===== src/rtl/call_frame_ctrl.sv =====
// rtl/call_frame_ctrl.sv - call-frame controller upstream of SuperStack
module call_frame_ctrl #(
  parameter int PC_WIDTH   = 32,
  parameter int DEPTH      = 8,
  parameter int DATA_WIDTH = 32,
  parameter int FRAME_BITS = 4
) (
  input  logic                  clk,
  input  logic                  reset,
  input  logic                  call,
  input  logic                  ret,
  input  logic [PC_WIDTH-1:0]   ret_pc_in,
  input  logic [DEPTH:0]        num_args,
  input  logic                  has_result,
  input  logic [DEPTH:0]        stack_index,
  input  logic [DATA_WIDTH-1:0] stack_top,
  output logic [DEPTH:0]        underflow_limit,
  output logic [2:0]            stk_op,
  output logic [DEPTH:0]        stk_new_index,
  output logic [DATA_WIDTH-1:0] stk_data,
  output logic [PC_WIDTH-1:0]   ret_pc_out,
  output logic [FRAME_BITS:0]   frame_count,
  output logic                  busy,
  output logic                  done,
  output logic                  error,
  output logic [1:0]            err_code
);

  localparam int NF = 2 ** FRAME_BITS;

  // SuperStack op encodings
  localparam logic [2:0] OP_NONE                 = 3'd0;
  localparam logic [2:0] OP_INDEX_RESET          = 3'd5;
  localparam logic [2:0] OP_INDEX_RESET_AND_PUSH = 3'd6;

  localparam logic [1:0] ERR_NONE     = 2'd0;
  localparam logic [1:0] ERR_OVERFLOW = 2'd1;
  localparam logic [1:0] ERR_ARGS     = 2'd2;
  localparam logic [1:0] ERR_NOFRAME  = 2'd3;

  typedef enum logic [1:0] {S_IDLE, S_RET_READ, S_RET_ISSUE, S_RET_DONE} state_t;

  state_t state, state_n;

  logic [PC_WIDTH-1:0]   mem_pc    [NF];
  logic [DEPTH:0]        mem_limit [NF];
  logic [DEPTH:0]        mem_base  [NF];

  logic [DEPTH:0]        underflow_limit_n, stk_new_index_n;
  logic [2:0]            stk_op_n;
  logic [DATA_WIDTH-1:0] stk_data_n;
  logic [PC_WIDTH-1:0]   ret_pc_out_n;
  logic [FRAME_BITS:0]   frame_count_n;
  logic                  busy_n, done_n, error_n;
  logic [1:0]            err_code_n;

  logic                  res_q, res_n;
  logic [PC_WIDTH-1:0]   sv_pc, sv_pc_n;
  logic [DEPTH:0]        sv_limit, sv_limit_n, sv_base, sv_base_n;

  logic                  wr_en;
  logic [DEPTH:0]        avail, new_base;
  logic [FRAME_BITS:0]   top;
  logic                  frame_full;

  assign avail      = stack_index - underflow_limit;
  assign new_base   = stack_index - num_args;
  assign top        = frame_count - 1'b1;
  assign frame_full = (frame_count == (FRAME_BITS+1)'(NF));

  always_comb begin
    state_n           = state;
    underflow_limit_n = underflow_limit;
    stk_op_n          = OP_NONE;
    stk_new_index_n   = stk_new_index;
    stk_data_n        = stk_data;
    ret_pc_out_n      = ret_pc_out;
    frame_count_n     = frame_count;
    done_n            = 1'b0;
    error_n           = 1'b0;
    err_code_n        = ERR_NONE;
    res_n             = res_q;
    sv_pc_n           = sv_pc;
    sv_limit_n        = sv_limit;
    sv_base_n         = sv_base;
    wr_en             = 1'b0;

    unique case (state)
      S_IDLE: begin
        if (call && ret) begin
          error_n    = 1'b1;
          err_code_n = ERR_NOFRAME;
        end else if (call) begin
          if (frame_full) begin
            error_n    = 1'b1;
            err_code_n = ERR_OVERFLOW;
          end else if (num_args > avail) begin
            error_n    = 1'b1;
            err_code_n = ERR_ARGS;
          end else begin
            wr_en             = 1'b1;
            frame_count_n     = frame_count + 1'b1;
            underflow_limit_n = new_base;
            done_n            = 1'b1;
          end
        end else if (ret) begin
          if (frame_count == '0) begin
            error_n    = 1'b1;
            err_code_n = ERR_NOFRAME;
          end else begin
            res_n   = has_result;
            state_n = S_RET_READ;
          end
        end
      end
      S_RET_READ: begin
        sv_pc_n    = mem_pc[top[FRAME_BITS-1:0]];
        sv_limit_n = mem_limit[top[FRAME_BITS-1:0]];
        sv_base_n  = mem_base[top[FRAME_BITS-1:0]];
        stk_data_n = stack_top;
        state_n    = S_RET_ISSUE;
      end
      S_RET_ISSUE: begin
        // Limit and index move on the same edge so SuperStack never sees a mixed frame
        stk_op_n          = res_q ? OP_INDEX_RESET_AND_PUSH : OP_INDEX_RESET;
        stk_new_index_n   = sv_base;
        underflow_limit_n = sv_limit;
        ret_pc_out_n      = sv_pc;
        frame_count_n     = top;
        state_n           = S_RET_DONE;
      end
      S_RET_DONE: begin
        done_n  = 1'b1;
        state_n = S_IDLE;
      end
      default: state_n = S_IDLE;
    endcase

    busy_n = (state_n != S_IDLE);
  end

  always_ff @(posedge clk) begin
    if (reset) begin
      state           <= S_IDLE;
      underflow_limit <= '0;
      stk_op          <= OP_NONE;
      stk_new_index   <= '0;
      stk_data        <= '0;
      ret_pc_out      <= '0;
      frame_count     <= '0;
      busy            <= 1'b0;
      done            <= 1'b0;
      error           <= 1'b0;
      err_code        <= ERR_NONE;
      res_q           <= 1'b0;
      sv_pc           <= '0;
      sv_limit        <= '0;
      sv_base         <= '0;
    end else begin
      state           <= state_n;
      underflow_limit <= underflow_limit_n;
      stk_op          <= stk_op_n;
      stk_new_index   <= stk_new_index_n;
      stk_data        <= stk_data_n;
      ret_pc_out      <= ret_pc_out_n;
      frame_count     <= frame_count_n;
      busy            <= busy_n;
      done            <= done_n;
      error           <= error_n;
      err_code        <= err_code_n;
      res_q           <= res_n;
      sv_pc           <= sv_pc_n;
      sv_limit        <= sv_limit_n;
      sv_base         <= sv_base_n;
    end
  end

  // Frame storage needs no reset: frame_count gates every read
  always_ff @(posedge clk) begin
    if (wr_en && !reset) begin
      mem_pc[frame_count[FRAME_BITS-1:0]]    <= ret_pc_in;
      mem_limit[frame_count[FRAME_BITS-1:0]] <= underflow_limit;
      mem_base[frame_count[FRAME_BITS-1:0]]  <= new_base;
    end
  end

endmodule

===== config.mk =====
export PLATFORM = sky130hd
export DESIGN_NAME = call_frame_ctrl
export DESIGN_NICKNAME = d
export VERILOG_FILES = /design/src/rtl/call_frame_ctrl.sv
export SDC_FILE = /design/constraint.sdc
export NUM_CORES = 1
export LEC_CHECK = 0
export ABC_AREA = 0
export ABC_CLOCK_PERIOD_IN_PS = 23700
export CORE_ASPECT_RATIO = 1.4
export CORE_UTILIZATION = 30
export CTS_CLUSTER_DIAMETER = 100
export DETAILED_ROUTE_END_ITERATION = 7
export PLACE_DENSITY_LB_ADDON = 0.2
export SLEW_MARGIN = 30
export SYNTH_ARGS = -nofsm -noshare
export SYNTH_HDL_FRONTEND = slang
export SYNTH_SLANG_ARGS = --single-unit

===== constraint.sdc =====
create_clock -name clk -period 23.7 [get_ports clk]
set_input_delay 5.925 -clock clk [delete_from_list [all_inputs] [get_ports clk]]
set_output_delay 5.925 -clock clk [all_outputs]
set_load 0.005 [all_outputs]

==> impl_metrics.env <==
export IMPL_synth_edf_count=800
export IMPL_syn_nets=1918
export IMPL_setup_violations=0
export IMPL_clock_fmax_ghz=0.09204
export IMPL_initial_utilization_pct=30.20
export IMPL_io_pins=182
export IMPL_r2r_setup_slack_ns=17.93
export IMPL_ys_warn_count=0
export IMPL_crit_fanout=50
export IMPL_final_cell_mix="edfxtp_1 (800), mux4_2 (250), clkdlybuf4s50_1 (180), dfxtp_1 (147), nor2_1 (145)"
export IMPL_slew_violations=0
export IMPL_placed_area_sq_um=40460
export IMPL_grt_pass1_vias=19030
export IMPL_synthCells=1795
export IMPL_cts_root_buffer="clkbuf_16"
export IMPL_netlist_area_sq_um=36450
export IMPL_finalCriticalPeriod_ns=10.87
export IMPL_vias=17440
export IMPL_hpwl_um=49330
export IMPL_path_clk_slew_ns=0.06
export IMPL_regArea_sq_um=26990
export IMPL_hold_class="register to register"
export IMPL_yosysTopAreaCellShare_pct=65.90
export IMPL_grt_max_degree=80
export IMPL_overflow=0
export IMPL_finalHoldViolCount=0
export IMPL_ctsHoldBuffers=0
export IMPL_synth_cell_types=52
export IMPL_numClockSinks=948
export IMPL_diodes=0
export IMPL_layout_commonest_cell="edfxtp_1"
export IMPL_cp_data_required_time_ns=23.99
export IMPL_endpoint_kind="register"
export IMPL_syn_avg_cell_area_sq_um=20.31
export IMPL_h_tree_depth=3
export IMPL_cts_resized=0
export IMPL_via_per_inst=4.699
export IMPL_place_ws_ns=12.12
export IMPL_synth_top_family_by_area="multiplexers"
export IMPL_dr_first_iter_drc_count=1014
export IMPL_final_nets=2147
export IMPL_p_total_mw=5.140
export IMPL_post_route_cells_drive_above_1_share_pct=22.72
export IMPL_tritoncts="yes"
export IMPL_worst_slew_pin_slew_ns=1.050
export IMPL_fin_crit_sh_pct=45.84
export IMPL_synth_compound_area_share_pct=1.047
export IMPL_multiInputGateArea_sq_um=9141
export IMPL_tns_ns=0
export IMPL_wl_per_cell_um=23.00
export IMPL_core_area_sq_um=120700
export IMPL_hold_start="res_q"
export IMPL_die_x_um=296.6
export IMPL_synthSimpleGateAreaFrac_pct=2.691
export IMPL_area_delta_synth_final_pct=19.71
export IMPL_setup_ws_ns=12.83
export IMPL_slew_headroom_pct=29.93
export IMPL_leakagePower_nw=13.55
export IMPL_synthMuxAreaShare_pct=19.14
export IMPL_synthArstFlopShare_pct=0
export IMPL_die_area_sq_um=122900
export IMPL_critPathLaunch="stack_index[0]"
export IMPL_clock_path_buffers=3
export IMPL_numCtsBuffers=93
export IMPL_rsz0062_at_grt="false"
export IMPL_synth_seq_cells=948
export IMPL_vdd_ir_drop_max_mv=0.07402
export IMPL_postRouteAntennaNets=0
export IMPL_skew_ns=0.01647
export IMPL_gp_congestion=0.7529
export IMPL_synthAdderAreaFrac_pct=1.277
export IMPL_worstSetupPathType="input port to register"
export IMPL_wl_um=85330
export IMPL_hold_ws_ns=0.4625
export IMPL_ys_seq_area_share_pct=74.03
export IMPL_grt_pass1_wl_um=127100
export IMPL_gr_usage_all_layers_pct=14.07
export IMPL_maxCapViolCount=0
export IMPL_cts_setup_buffers=0
export IMPL_synthFlopType="edfxtp_1"
export IMPL_antenna_found_initial=3
export IMPL_num_rows=151
export IMPL_r2r_start="underflow_limit[1]"
export IMPL_yosysTopAreaCell="edfxtp_1"
export IMPL_critPathLaunchType="input port"
export IMPL_fin_area_sq_um=43640
export IMPL_clock_latency_ns=0.67
export IMPL_firstDrtPassIters=5
export IMPL_yosys_area_share_xor_xnor_pct=0.3844
export IMPL_powerDensity_nw_per_um2=117.8
export IMPL_n_fill_cell=11100
export IMPL_io_buffers=181
export IMPL_drc=0
export IMPL_die_y_um=414.5
export IMPL_outcome="finished clean"
export IMPL_crit_arrival_ns=11.15
export IMPL_synthTopCellsByArea="edfxtp_1 (66%), mux4_2 (15%), dfxtp_1 (8.1%)"
==> flip-flops by register name (all words and copies together), names as in the netlist <==
name and cells:
err_code 2, state 2, stk_new_index 9, sv_base 9, frame_count 5, stk_data 32, mem_limit 144, sv_pc 32
underflow_limit 9, res_q 1, stk_op 3, error 1, sv_limit 9, busy 1, mem_base 144, ret_pc_out 32
done 1, mem_pc 512
==> per-layer routing <==
layer | vias to the layer above | track usage (%) | share of wire (%)
li1 | 7702 | - | -
met1 | 9231 | 17.51 | 41
met2 | 384 | 24.74 | 52
met3 | 112 | 2.712 | 4.5
met4 | 6 | 3.722 | 1.9
met5 | - | 0 | 0.038
==> final timing paths <==
| kind | end | cells past startpoint |
|---|---|---|
| max reg2reg | mem_pc[2][20] | 16 |
| min reg2reg | stk_op[0] | 1 |
| max | mem_pc[2][20] | 19 |
| min | stk_op[0] | 1 |
==> kinds of logic (layout without fill, tap and decap cells) <==
kind of cell / count (synthesis) / count (layout)
xor gates and xnor gates: 16 / 16
muxes: 384 / 384
and+or+nand+nor: 227 / 227
buffers and inverters: 128 / 437
AOI/OAI and AO/OA: 56 / 56
DFF: 948 / 948
adders and majority gates: 36 / 36
==> synth_stat cells, types with 3 or more instances <==
cell      instances
buf_2            20
clkbuf_1         50
a211oi_1          5
mux2i_1         131
nor2_1          151
nand3_1           3
nand2_1          18
mux2_2            3
dfxtp_1         148
xnor2_1          12
ha_1             34
nor2b_1           7
mux4_2          250
nand2b_1         13
o21a_1            4
a21oi_1          12
inv_1            33
buf_1            22
xor2_1            4
edfxtp_1        800
o21ai_0          13
nor3_1           20
and2_1            3
==> stage by stage <==
stage | instances | utilization, %
after detailed placement | 3533 | 33.51
after global routing | 3710 | 36.15
final | 3710 | 36.15
after CTS | 3708 | 36.08
after floorplan | 1795 | -
after global placement | 3530 | 33.44
==> worst max-delay path, stage by stage <==
cell             delay [ns]
clkdlybuf4s50_1        0.46
inv_1                  0.06
ha_1                   0.23
fa_1                   0.40
nor2b_1                0.12
o21ai_0                0.11
a21oi_1                0.22
o21ai_0                0.14
nand2b_1               0.11
xnor2_1                0.13
ha_1                   0.27
a211o_1                0.31
o211ai_2               0.09
a31oi_1                0.15
a2111o_1               0.52
or2_1                  0.52
or3_4                  0.52
nor2_4                 0.12
buf_4                  0.68
==> power breakdown <==
group	total (mW)	internal (mW)	leakage [nW]	switching, mW
Sequential	2.00	1.93	8.43	0.0667
Clock	1.50	0.858	1.51	0.640
Combinational	1.65	0.810	3.62	0.837
Total	5.14	3.60	13.6	1.54
==> final cells by class <==
cell class / instances / share of cell area [%]
clock buffer: 117 / 5.872
timing repair buffer: 229 / 5.218
clock inverter: 58 / 1.227
inverter: 33 / 0.2838
multi-input combinational: 719 / 20.95
sequential: 948 / 61.85
tap: 1606 / 4.605
Note: power is estimated with default switching activity, not from simulation.
